`src/rtl/muldiv_sequencer_if.sv`:
```
// Handshake and result bus between the main controller and the multiply/divide
// sequencer. The controller is the master; the sequencer is the slave.
`timescale 1ns/1ps
interface muldiv_sequencer_if #(
    parameter int WIDTH = 32
);
    logic             Start;
    logic             OpDiv;
    logic             OpSigned;
    logic [WIDTH-1:0] OperandA;
    logic [WIDTH-1:0] OperandB;
    logic             WrHi;
    logic             WrLo;
    logic [WIDTH-1:0] WrData;
    logic             Busy;
    logic             Done;
    logic             DivZero;
    logic [WIDTH-1:0] Hi;
    logic [WIDTH-1:0] Lo;
    logic [5:0]       Count;

    modport master (
        output Start, OpDiv, OpSigned, OperandA, OperandB, WrHi, WrLo, WrData,
        input  Busy, Done, DivZero, Hi, Lo, Count
    );

    modport slave (
        input  Start, OpDiv, OpSigned, OperandA, OperandB, WrHi, WrLo, WrData,
        output Busy, Done, DivZero, Hi, Lo, Count
    );
endinterface

```
`src/rtl/muldiv_sequencer.sv`:
```
// Multi-cycle multiply/divide unit owning the HI/LO registers.
// Shift-add multiply and restoring divide share one accumulator and one
// step counter; signs are stripped in PREP and re-applied in FIX.
`timescale 1ns/1ps
module muldiv_sequencer #(
    parameter int WIDTH = 32,
    parameter int STEPS = WIDTH
) (
    input logic                 Clk,
    input logic                 Reset,
    muldiv_sequencer_if.slave   bus
);
    // Accumulator is one bit wider than the product so the restoring divide
    // can hold the shifted partial remainder without losing its top bit.
    localparam int AW = 2 * WIDTH + 1;

    typedef enum logic [2:0] {
        S_IDLE,
        S_PREP,
        S_RUN,
        S_FIX,
        S_DONE
    } state_t;

    state_t           state_q, state_d;
    logic             op_div_q, op_div_d;
    logic             op_signed_q, op_signed_d;
    logic [WIDTH-1:0] opa_q, opa_d;
    logic [WIDTH-1:0] opb_q, opb_d;
    logic [AW-1:0]    acc_q, acc_d;
    logic             neg_lo_q, neg_lo_d;
    logic             neg_hi_q, neg_hi_d;
    logic             divzero_q, divzero_d;
    logic [5:0]       count_q, count_d;
    logic [WIDTH-1:0] hi_q, hi_d;
    logic [WIDTH-1:0] lo_q, lo_d;

    logic [WIDTH:0]     mul_sum;
    logic [AW-1:0]      mul_next;
    logic [AW-1:0]      div_shift;
    logic [WIDTH+1:0]   div_trial;
    logic [AW-1:0]      div_next;
    logic [2*WIDTH-1:0] prod_fix;
    logic [WIDTH-1:0]   quo_fix;
    logic [WIDTH-1:0]   rem_fix;
    logic [WIDTH-1:0]   mag_a;
    logic [WIDTH-1:0]   mag_b;

    function automatic logic [WIDTH-1:0] magnitude(input logic [WIDTH-1:0] v,
                                                   input logic is_signed);
        return (is_signed && v[WIDTH-1]) ? -v : v;
    endfunction

    function automatic logic [WIDTH-1:0] apply_sign(input logic [WIDTH-1:0] v,
                                                    input logic neg);
        return neg ? -v : v;
    endfunction

    function automatic logic [2*WIDTH-1:0] apply_sign_wide(input logic [2*WIDTH-1:0] v,
                                                           input logic neg);
        return neg ? -v : v;
    endfunction

    // One iteration of each algorithm plus the sign fix-up, all combinational.
    always_comb begin
        mag_a     = magnitude(opa_q, op_signed_q);
        mag_b     = magnitude(opb_q, op_signed_q);

        // Multiply: conditional add into the upper half, then 65-bit shift right.
        mul_sum   = {1'b0, acc_q[2*WIDTH-1:WIDTH]} + (acc_q[0] ? {1'b0, opa_q} : '0);
        mul_next  = {1'b0, mul_sum, acc_q[WIDTH-1:1]};

        // Divide: shift {rem, quo} left, trial-subtract divisor, keep if non-negative.
        div_shift = {acc_q[AW-2:0], 1'b0};
        div_trial = {1'b0, div_shift[AW-1:WIDTH]} - {2'b00, opb_q};
        div_next  = div_trial[WIDTH+1] ? div_shift
                                       : {div_trial[WIDTH:0], div_shift[WIDTH-1:1], 1'b1};

        prod_fix  = apply_sign_wide(acc_q[2*WIDTH-1:0], neg_lo_q);
        quo_fix   = apply_sign(acc_q[WIDTH-1:0], neg_lo_q);
        rem_fix   = apply_sign(acc_q[2*WIDTH-1:WIDTH], neg_hi_q);
    end

    // Sequencer next state and status outputs.
    always_comb begin
        state_d     = state_q;
        bus.Busy    = (state_q != S_IDLE);
        bus.Done    = (state_q == S_DONE);
        bus.DivZero = (state_q == S_DONE) && divzero_q;
        case (state_q)
            S_IDLE: if (bus.Start) state_d = S_PREP;
            S_PREP: state_d = (op_div_q && (opb_q == '0)) ? S_DONE : S_RUN;
            S_RUN:  if (count_q == 6'd1) state_d = S_FIX;
            S_FIX:  state_d = S_DONE;
            S_DONE: state_d = S_IDLE;
            default: state_d = S_IDLE;
        endcase
    end

    // Datapath next values: operand capture, iteration, and HI/LO update.
    always_comb begin
        op_div_d    = op_div_q;
        op_signed_d = op_signed_q;
        opa_d       = opa_q;
        opb_d       = opb_q;
        acc_d       = acc_q;
        neg_lo_d    = neg_lo_q;
        neg_hi_d    = neg_hi_q;
        divzero_d   = divzero_q;
        count_d     = count_q;
        hi_d        = hi_q;
        lo_d        = lo_q;
        case (state_q)
            S_IDLE: begin
                if (bus.Start) begin
                    op_div_d    = bus.OpDiv;
                    op_signed_d = bus.OpSigned;
                    opa_d       = bus.OperandA;
                    opb_d       = bus.OperandB;
                    divzero_d   = 1'b0;
                end
                // Direct writes land at the same edge; a concurrent operation
                // overwrites them when it finishes.
                if (bus.WrHi) hi_d = bus.WrData;
                if (bus.WrLo) lo_d = bus.WrData;
            end
            S_PREP: begin
                // Product and quotient sign share neg_lo; remainder follows dividend.
                neg_lo_d  = op_signed_q & (opa_q[WIDTH-1] ^ opb_q[WIDTH-1]);
                neg_hi_d  = op_signed_q & opa_q[WIDTH-1];
                opa_d     = mag_a;
                opb_d     = mag_b;
                acc_d     = op_div_q ? {{(WIDTH+1){1'b0}}, mag_a}
                                     : {{(WIDTH+1){1'b0}}, mag_b};
                count_d   = 6'(STEPS);
                divzero_d = op_div_q && (opb_q == '0);
            end
            S_RUN: begin
                acc_d   = op_div_q ? div_next : mul_next;
                count_d = count_q - 6'd1;
            end
            S_FIX: begin
                if (op_div_q) begin
                    hi_d = rem_fix;
                    lo_d = quo_fix;
                end else begin
                    hi_d = prod_fix[2*WIDTH-1:WIDTH];
                    lo_d = prod_fix[WIDTH-1:0];
                end
            end
            default: ;
        endcase
    end

    // State and datapath registers; reset abandons any operation in flight.
    always_ff @(posedge Clk or negedge Reset) begin
        if (!Reset) begin
            state_q     <= S_IDLE;
            op_div_q    <= 1'b0;
            op_signed_q <= 1'b0;
            opa_q       <= '0;
            opb_q       <= '0;
            acc_q       <= '0;
            neg_lo_q    <= 1'b0;
            neg_hi_q    <= 1'b0;
            divzero_q   <= 1'b0;
            count_q     <= '0;
            hi_q        <= '0;
            lo_q        <= '0;
        end else begin
            state_q     <= state_d;
            op_div_q    <= op_div_d;
            op_signed_q <= op_signed_d;
            opa_q       <= opa_d;
            opb_q       <= opb_d;
            acc_q       <= acc_d;
            neg_lo_q    <= neg_lo_d;
            neg_hi_q    <= neg_hi_d;
            divzero_q   <= divzero_d;
            count_q     <= count_d;
            hi_q        <= hi_d;
            lo_q        <= lo_d;
        end
    end

    assign bus.Hi    = hi_q;
    assign bus.Lo    = lo_q;
    assign bus.Count = count_q;

endmodule

```
`src/flat_wrapper.sv`:
```
// flat-port wrapper written by rule: the top's interface ports become plain ports
module muldiv_sequencer_flat 
#(
    parameter int WIDTH = 32,
    parameter int STEPS = WIDTH
)
  (Clk, Reset, bus_Start, bus_OpDiv, bus_OpSigned, bus_OperandA, bus_OperandB, bus_WrHi, bus_WrLo, bus_WrData, bus_Busy, bus_Done, bus_DivZero, bus_Hi, bus_Lo, bus_Count);
  muldiv_sequencer_if #(.WIDTH(WIDTH)) bus_i ();
  input logic Clk;
  input logic Reset;
  input wire logic [$bits(bus_i.Start)-1:0] bus_Start;
  input wire logic [$bits(bus_i.OpDiv)-1:0] bus_OpDiv;
  input wire logic [$bits(bus_i.OpSigned)-1:0] bus_OpSigned;
  input wire logic [$bits(bus_i.OperandA)-1:0] bus_OperandA;
  input wire logic [$bits(bus_i.OperandB)-1:0] bus_OperandB;
  input wire logic [$bits(bus_i.WrHi)-1:0] bus_WrHi;
  input wire logic [$bits(bus_i.WrLo)-1:0] bus_WrLo;
  input wire logic [$bits(bus_i.WrData)-1:0] bus_WrData;
  output wire logic [$bits(bus_i.Busy)-1:0] bus_Busy;
  output wire logic [$bits(bus_i.Done)-1:0] bus_Done;
  output wire logic [$bits(bus_i.DivZero)-1:0] bus_DivZero;
  output wire logic [$bits(bus_i.Hi)-1:0] bus_Hi;
  output wire logic [$bits(bus_i.Lo)-1:0] bus_Lo;
  output wire logic [$bits(bus_i.Count)-1:0] bus_Count;
  assign bus_i.Start = bus_Start;
  assign bus_i.OpDiv = bus_OpDiv;
  assign bus_i.OpSigned = bus_OpSigned;
  assign bus_i.OperandA = bus_OperandA;
  assign bus_i.OperandB = bus_OperandB;
  assign bus_i.WrHi = bus_WrHi;
  assign bus_i.WrLo = bus_WrLo;
  assign bus_i.WrData = bus_WrData;
  assign bus_Busy = bus_i.Busy;
  assign bus_Done = bus_i.Done;
  assign bus_DivZero = bus_i.DivZero;
  assign bus_Hi = bus_i.Hi;
  assign bus_Lo = bus_i.Lo;
  assign bus_Count = bus_i.Count;
  muldiv_sequencer #(.WIDTH(WIDTH), .STEPS(STEPS)) u_core (.Clk(Clk), .Reset(Reset), .bus(bus_i));
endmodule
```
`config.mk`:
```
export PLATFORM = sky130hd
export DESIGN_NAME = muldiv_sequencer_flat
export DESIGN_NICKNAME = d
export VERILOG_FILES = /design/src/rtl/muldiv_sequencer_if.sv /design/src/rtl/muldiv_sequencer.sv /design/src/flat_wrapper.sv
export SDC_FILE = /design/constraint.sdc
export NUM_CORES = 1
export LEC_CHECK = 0
export ABC_AREA = 1
export CORE_MARGIN = 4
export CORE_UTILIZATION = 60
export DETAILED_ROUTE_END_ITERATION = 16
export HOLD_SLACK_MARGIN = 0.15
export PLACE_DENSITY_LB_ADDON = 0.25
export SETUP_SLACK_MARGIN = 0.1
export SLEW_MARGIN = 20
export SYNTH_ARGS = -nofsm -noshare
export SYNTH_HDL_FRONTEND = slang
export SYNTH_SLANG_ARGS = --single-unit
```
`constraint.sdc`:
```
create_clock -name Clk -period 4.5 [get_ports Clk]
set_input_delay 0.9 -clock Clk [delete_from_list [all_inputs] [get_ports Clk]]
set_output_delay 0.9 -clock Clk [all_outputs]
set_load 0.01 [all_outputs]
```
==> metrics.md, run 1 <==
| Metric | Value |
|---|---|
| Outcome | finished, final reports clean |
| DR pass1 iterations | 8 |
| Count of different cell masters after synthesis | 56 |
| Resize count post-CTS | 0 |
| Clk pwr share | 0.118 |
| Critical Path End Type | register |
| Tot Pwr | 19.3 mW |
| Post-DP HPWL | 62.0 mm |
| Worst-path cell chain | nand2_1 -> inv_1 -> ha_1 -> inv_1 -> fa_1 -> inv_1 -> nand3_1 -> nand3_1 -> nand2_1 -> nand2_1 -> nand2_1 -> nand2_1 -> nand2_1 -> nand3_1 -> nand3_1 -> nand2_1 -> inv_1 -> nand2_1 -> nand2_1 |
| Count of buffer and inverter cells on the critical path | 4 |
| Post-Route WL | 78.6 mm |
| Slew headroom | 0.259 |
| CP Data Required Time | 4940 ps |
| RSZ-0062 raised after global routing | false |
| Clock slew at reported path FFs | 60 ps |
| # setup viols final | 0 |
| MaxCap Viol Count | 0 |
| R2R cell count | 19 |
| Ys flop type | dfrtp_1 |
| # diodes | 0 |
| R2r startpoint | u_core.acc_q[0] |
| Fin crit share | 0.731 |
| Static leakage | 11.1 nW |
| Pwr/cell area | 866 mW/mm^2 |
| Maximum clock rate | 0.304 GHz |
| Sw Pwr | 10.9 mW |
| Largest net degree at the start of global routing | 81 |
| Share of cells above drive strength 1 | 0.0396 |
| Internal power | 8.33 mW |
| Full die area | 0.0352 sq mm |
| Async S/R FF share, synth | 1.00 |
| Number of global-route vias before repair | 21.2k |
| Initial antenna violation count | 1 |
| Arr. time, crit path | 3730 ps |
| All-Layer GR Usage | 0.427 |
| Crit path max fanout | 34 |
| Synthesized net count | 3,369 |
| CP most frequent cell | nand2_1 |
| Post-layout min period | 3290 ps |
| Vias | 23.2k |
| Post-synth top area cell | dfrtp_1 |
| CTS root buffer | clkbuf_16 |
| Max Slew Vio Count | 0 |
| Gr ovfl total | 0 |
| Kind of critical path | reg2reg |
| Post-Synthesis Cells | 3,194 |
| Crit start category | register |
| IO Port Bufs | 175 |
| Most numerous cell in the Yosys netlist | nand2_1 |
| Endpoints failing hold | 0 |
| Fin nets | 3,489 |
| Row count | 65 |
| Area grow syn2layout | 15.1% |
| Post-Route Skew | 16.4 ps |
| Combinational Power Share | 0.673 |
| Htree depth | 1 |
| # hold bufs at CTS | 0 |
| CP delay by family, top | simple AND/OR/NAND/NOR gates |
| Die Ht | 188 um |
| Sink Count | 206 |
| Slowest stage delay, CP | 990 ps |
| CTS tree | done |
| Share of the yosys chip area belonging to registers | 0.266 |
| Crit-path slowest cell | dfrtp_1 |
| Initial core utilization | 0.610 |
| Vias per cell | 6.20 |
| Final setup TNS | 0 ps |
| First-pass GRT wire length | 120 mm |
| Mean Syn Cell Area | 6.06 sq um |
| Worst Max-Slew Pin Slew | 1110 ps |
| Post-synth EDFFs | 0 |
| Sequential Power Share | 0.210 |
| Sw Share | 0.568 |
| Yosys warning count | 0 |
| Gpl congestion | 1.11 |
| Post-synth top cells | nand2_1 (1,070), inv_1 (431), nand3_1 (309), nor2_1 (288), dfrtp_1 (206) |
| Setup bufs post-CTS | 0 |
| Mapped Area | 0.0193 sq mm |
| Synth top area cells | dfrtp_1 (27%), nand2_1 (21%), inv_1 (8.4%) |
| R2R Path End | u_core.acc_q[61] |
| Remaining DRCs | 0 |
| Core footprint | 0.0317 sq mm |
| Io pins | 176 |
| Top-area cell type share of the netlist area | 0.266 |
| Clock tree buffer depth | 3 |
| Hold Crit Class | in2async |
| Chip width | 188 um |
| DR iter-0 viols | 3,233 |
| Worst vdd ir | 453 uV |
| Wire per inst | 21.0 um |
| Remaining antenna violation count | 0 |
| TritonCTS Buffers | 26 |
| Reg-to-reg setup timing slack | 1210 ps |
| Worst-skew pair later-pin latency | 560 ps |
| Synth Register Bits | 206 |
==> registers in the layout, summed over array words and instances, names as in the netlist <==
| name | flops |
|---|---|
| u_core.op_signed_q | 1 |
| u_core.bus.Lo | 32 |
| u_core.neg_hi_q | 1 |
| u_core.opb_q | 32 |
| u_core.opa_q | 32 |
| u_core.acc_q | 64 |
| u_core.bus.Count | 6 |
| u_core.neg_lo_q | 1 |
| u_core.state_q | 3 |
| u_core.bus.Hi | 32 |
| u_core.divzero_q | 1 |
| u_core.op_div_q | 1 |
==> layer usage <==
| layer | wire, um | global-route usage |
|---|---|---|
| met5 | 14 | 0 |
| met4 | 5810 | 0.246 |
| met3 | 10400 | 0.0923 |
| met2 | 32900 | 0.646 |
| met1 | 29500 | 0.567 |
==> worst max path at each step <==
stage	cells after the start	startpoint	end	slack (ps)
2_1_floorplan	21	u_core.acc_q[0]	u_core.acc_q[53]	2010
3_3_place_gp	7	bus_Start	u_core.opb_q[2]	1130
3_5_place_dp	7	bus_Start	u_core.opb_q[11]	1040
4_1_cts	19	u_core.acc_q[0]	u_core.acc_q[61]	1280
5_1_grt	19	u_core.acc_q[0]	u_core.acc_q[61]	990
6_report	19	u_core.acc_q[0]	u_core.acc_q[61]	1210
==> cell families (layout without fill, tap and decap cells) <==
kind of cell,after synthesis,count (layout),synth area share
xor gates and xnor gates,62,62,0.0281
buffers and inverters,547,686,0.110
adders and majority gates,72,72,0.0473
and+or+nand+nor,1822,1822,0.397
AOI/OAI and AO/OA,485,485,0.151
DFF,206,206,0.266
==> power groups by stage <==
stage	sequential [mW]	combinational [mW]	clock, mW
floorplan	3.60	8.58	0
global placement	3.93	12.1	0
detailed placement	3.96	12.4	0
CTS	3.94	12.5	2.26
global route	4.09	14.1	2.33
finish	4.04	13.0	2.27
==> area by class of cell <==
class	instances	area (sq um)
well taps	402	503
repair buffers	198	1950
flip-flops and latches	206	5160
fillers	2772	9460
inverters	441	1660
clock inverters	11	166
clock buffers	36	759
multi-input cells	2441	12100
==> layout by cell type (no fill, tap or decap), types with 5 or more instances in the layout <==
cell type	count
nor3_1	26
nand3_2	5
inv_2	10
or2_2	9
a31oi_1	6
clkbuf_8	6
xor2_1	53
and2_1	6
ha_1	70
o211ai_1	87
o21ai_0	160
buf_4	21
xnor2_1	9
o22ai_1	21
nor2_1	288
o221ai_1	21
o21ai_2	5
o21ai_1	18
nor4_1	6
nand2_1	1069
clkdlybuf4s50_1	174
nand4_1	64
o2111ai_1	8
dfrtp_1	205
a21oi_1	118
inv_1	429
nand3b_1	8
o21bai_1	27
nor2_2	11
clkbuf_16	27
nand2_2	9
nand3_1	309
==> stage by stage <==
step,utilization,setup slack [ps],cell area [sq um],hold slack [ps],std cells
after floorplan,-,2010,19300,487,3194
after global placement,0.673,1130,21300,480,3688
after detailed placement,0.673,1040,21300,495,3688
after CTS,0.702,1280,22300,397,3735
after global routing,0.702,993,22300,413,3735
final,0.702,1210,22300,357,3735
(Power assumes the default switching activity.)
==> run 2, diff against run 1 <==
--- a/config.mk
+++ b/config.mk
@@ -7,7 +7,7 @@
 export LEC_CHECK = 0
 export ABC_AREA = 1
 export CORE_MARGIN = 4
-export CORE_UTILIZATION = 60
+export CORE_UTILIZATION = 54
 export DETAILED_ROUTE_END_ITERATION = 16
 export HOLD_SLACK_MARGIN = 0.15
 export PLACE_DENSITY_LB_ADDON = 0.25
==> constraint.sdc (replaced) <==
create_clock -name Clk -period 3 [get_ports Clk]
set_input_delay 0.6 -clock Clk [delete_from_list [all_inputs] [get_ports Clk]]
set_output_delay 0.6 -clock Clk [all_outputs]
set_load 0.01 [all_outputs]
==> metrics.md, run 2 (synthesis results as in run 1) <==
| Metric | Value |
|---|---|
| Outcome | finished, final reports clean |
| Clock slew at reported path FFs | 60 ps (about the same) |
| Clock tree buffer depth | 3 (unchanged) |
| Critical Path End Type | register |
| Wire per inst | 21.9 um (+4.3%) |
| Combinational Power Share | 0.693 (+0.020) |
| DR iter-0 viols | 3,188 (-1.4%) |
| Remaining antenna violation count | 0 (unchanged) |
| Initial core utilization | 0.545 (-0.0647) |
| CTS root buffer | clkbuf_16 |
| Worst Max-Slew Pin Slew | 829 ps (-282 ps) |
| Share of cells above drive strength 1 | 0.0538 (+0.0142) |
| Worst vdd ir | 1340 uV (+200%) |
| Kind of critical path | reg2reg |
| RSZ-0062 raised after global routing | false |
| Final setup TNS | 0 ps (unchanged) |
| IO Port Bufs | 175 (unchanged) |
| Sequential Power Share | 0.198 (-0.012) |
| Worst-skew pair later-pin latency | 560 ps (about the same) |
| Clk pwr share | 0.109 (-0.009) |
| Slew headroom | 0.444 (+0.185) |
| CTS tree | done |
| DP Cell Count | 3,794 (+2.9%) |
| Sink Count | 206 (unchanged) |
| # setup viols final | 0 (unchanged) |
| Arr. time, crit path | 3190 ps (-540 ps) |
| Layout Utilization | 0.640 (-0.0616) |
| Io pins | 176 (unchanged) |
| Commonest non-fill, non-tap cell in the layout | nand2_1 |
| Crit path max fanout | 35 (+2.9%) |
| Count of buffer and inverter cells on the critical path | 1 (-3) |
| Reg-to-reg setup timing slack | 250 ps (-960 ps) |
| Internal power | 12.7 mW (+53%) |
| DR pass1 iterations | 6 (-2) |
| Die Ht | 197 um (+5.2%) |
| Largest net degree at the start of global routing | 70 (-14%) |
| Full die area | 0.0389 sq mm (+11%) |
| Endpoints failing hold | 0 (unchanged) |
| Htree depth | 1 (unchanged) |
| All-Layer GR Usage | 0.415 (-0.0121) |
| Crit start category | register |
| Most frequent cells in the layout | nand2_1 (1,069), inv_1 (430), nand3_1 (309) |
| Hold Crit Class | reg2reg |
| Post-layout min period | 2750 ps (-537 ps) |
| R2R cell count | 14 (-5) |
| Sw Share | 0.571 (+0.00371) |
| MaxCap Viol Count | 0 (unchanged) |
| Initial antenna violation count | 0 (-1) |
| Gpl congestion | 1.10 (-0.49%) |
| Tot Pwr | 29.7 mW (+54%) |
| Crit-path slowest cell | dfrtp_1 |
| CP most frequent cell | nand2_1 |
| Worst-path cell chain | ha_1 -> nand2_1 -> nand2_1 -> a21oi_2 -> nand3_2 -> nand2_1 -> nand2_2 -> nand2_4 -> nand2_8 -> nor2_4 -> buf_12 -> nand2_1 -> nand3_1 -> o21ai_1 |
| Fin nets | 3,537 (+1.4%) |
| Crit path depth | 14 (-5) |
| CP delay by family, top | simple AND/OR/NAND/NOR gates |
| Area grow syn2layout | 17.4% |
| Gr ovfl total | 0 (unchanged) |
| R2r startpoint | u_core.acc_q[37] |
| Vias | 23.3k (+0.54%) |
| Vias per cell | 6.07 (-2.2%) |
| Core footprint | 0.0355 sq mm (+12%) |
| Static leakage | 11.4 nW (+2.2%) |
| Fin crit share | 0.917 (+0.186) |
| TritonCTS Buffers | 25 (-3.8%) |
| Pwr/cell area | 1310 mW/mm^2 (+51%) |
| Post-Route WL | 84.3 mm (+7.3%) |
| First-pass GRT wire length | 126 mm (+5.4%) |
| Final std cells w/o fill | 3,841 (+2.8%) |
| Number of flip-flops in the largest register | 64 (unchanged) |
| Post-DP HPWL | 68.0 mm (+9.6%) |
| Chip width | 197 um (+5.2%) |
| Max Slew Vio Count | 0 (unchanged) |
| Largest register by flop count | u_core.acc_q |
| Post-Route Skew | 24.3 ps (+7.88 ps) |
| Number of global-route vias before repair | 21.6k (+2.1%) |
| CP startpoint | u_core.acc_q[37] |
| # diodes | 0 (unchanged) |
| Maximum clock rate | 0.363 GHz (+20%) |
| R2R Path End | u_core.acc_q[42] |
| CP Data Required Time | 3440 ps (-1500 ps) |
| Critical path destination | u_core.acc_q[42] |
| Remaining DRCs | 0 (unchanged) |
| Row count | 69 (+6.2%) |
| Slowest stage delay, CP | 630 ps (-360 ps) |
| Sw Pwr | 17.0 mW (+55%) |
[run 2: worst min-delay path by stage]
| stage | from | endpoint | depth (start not counted) |
|---|---|---|---|
| 2_1_floorplan | Reset | u_core.acc_q[0] | 0 |
| 3_3_place_gp | u_core.bus.Lo[12] | u_core.bus.Lo[12] | 2 |
| 3_5_place_dp | u_core.bus.Lo[8] | u_core.bus.Lo[8] | 2 |
| 4_1_cts | u_core.bus.Lo[8] | u_core.bus.Lo[8] | 2 |
| 5_1_grt | u_core.bus.Lo[20] | u_core.bus.Lo[20] | 2 |
| 6_report | u_core.bus.Lo[8] | u_core.bus.Lo[8] | 2 |
[run 2: timing repair]
action,in CTS,in global routing
hold buffers,1,0
resized for setup,0,4
setup endpoints to repair,0,15
setup buffers,0,1
hold endpoints to repair,52,0
[run 2: worst reg2reg max path: stages, from the launching register on]
cell,delay [ps]
dfrtp_1,630
ha_1,360
nand2_1,90
nand2_1,100
a21oi_2,190
nand3_2,130
nand2_1,110
nand2_2,80
nand2_4,150
nand2_8,200
nor2_4,230
buf_12,140
nand2_1,70
nand3_1,90
o21ai_1,60
[run 2: per-stage QoR]
stage / instance area (sq um) / hold WS [ps] / worst slack [ps]
after CTS: 22700 / 498 / 219
final: 22700 / 503 / 248
after detailed placement: 21800 / 479 / 208
after floorplan: 19300 / 304 / 507
after global placement: 21800 / 475 / 144
after global routing: 22700 / 523 / 110
[run 2: area by class of cell]
cell class	count	area (sq um)
Timing Repair Buffer	247	2400
Multi-Input combinational cell	2441	12100
Tap cell	461	577
Inverter	441	1660
Clock inverter	14	166
Clock buffer	31	688
Fill cell	3252	12800
Sequential cell	206	5160
[run 2: power groups by stage]
stage / registers, mW / logic, mW / clock network (mW)
3_3_place_gp: 5.72 / 19.5 / 0
2_1_floorplan: 5.39 / 12.9 / 0
6_report: 5.88 / 20.5 / 3.23
5_1_grt: 5.91 / 22.3 / 3.35
3_5_place_dp: 5.76 / 19.7 / 0
4_1_cts: 5.73 / 19.9 / 3.24
[run 2: per-layer routing]
metal	GRT usage	vias up	routed length, um
li1	-	10700	-
met1	0.543	10600	31600
met2	0.641	1632	36200
met3	0.0831	342	10200
met4	0.238	0	6240
met5	0	-	0
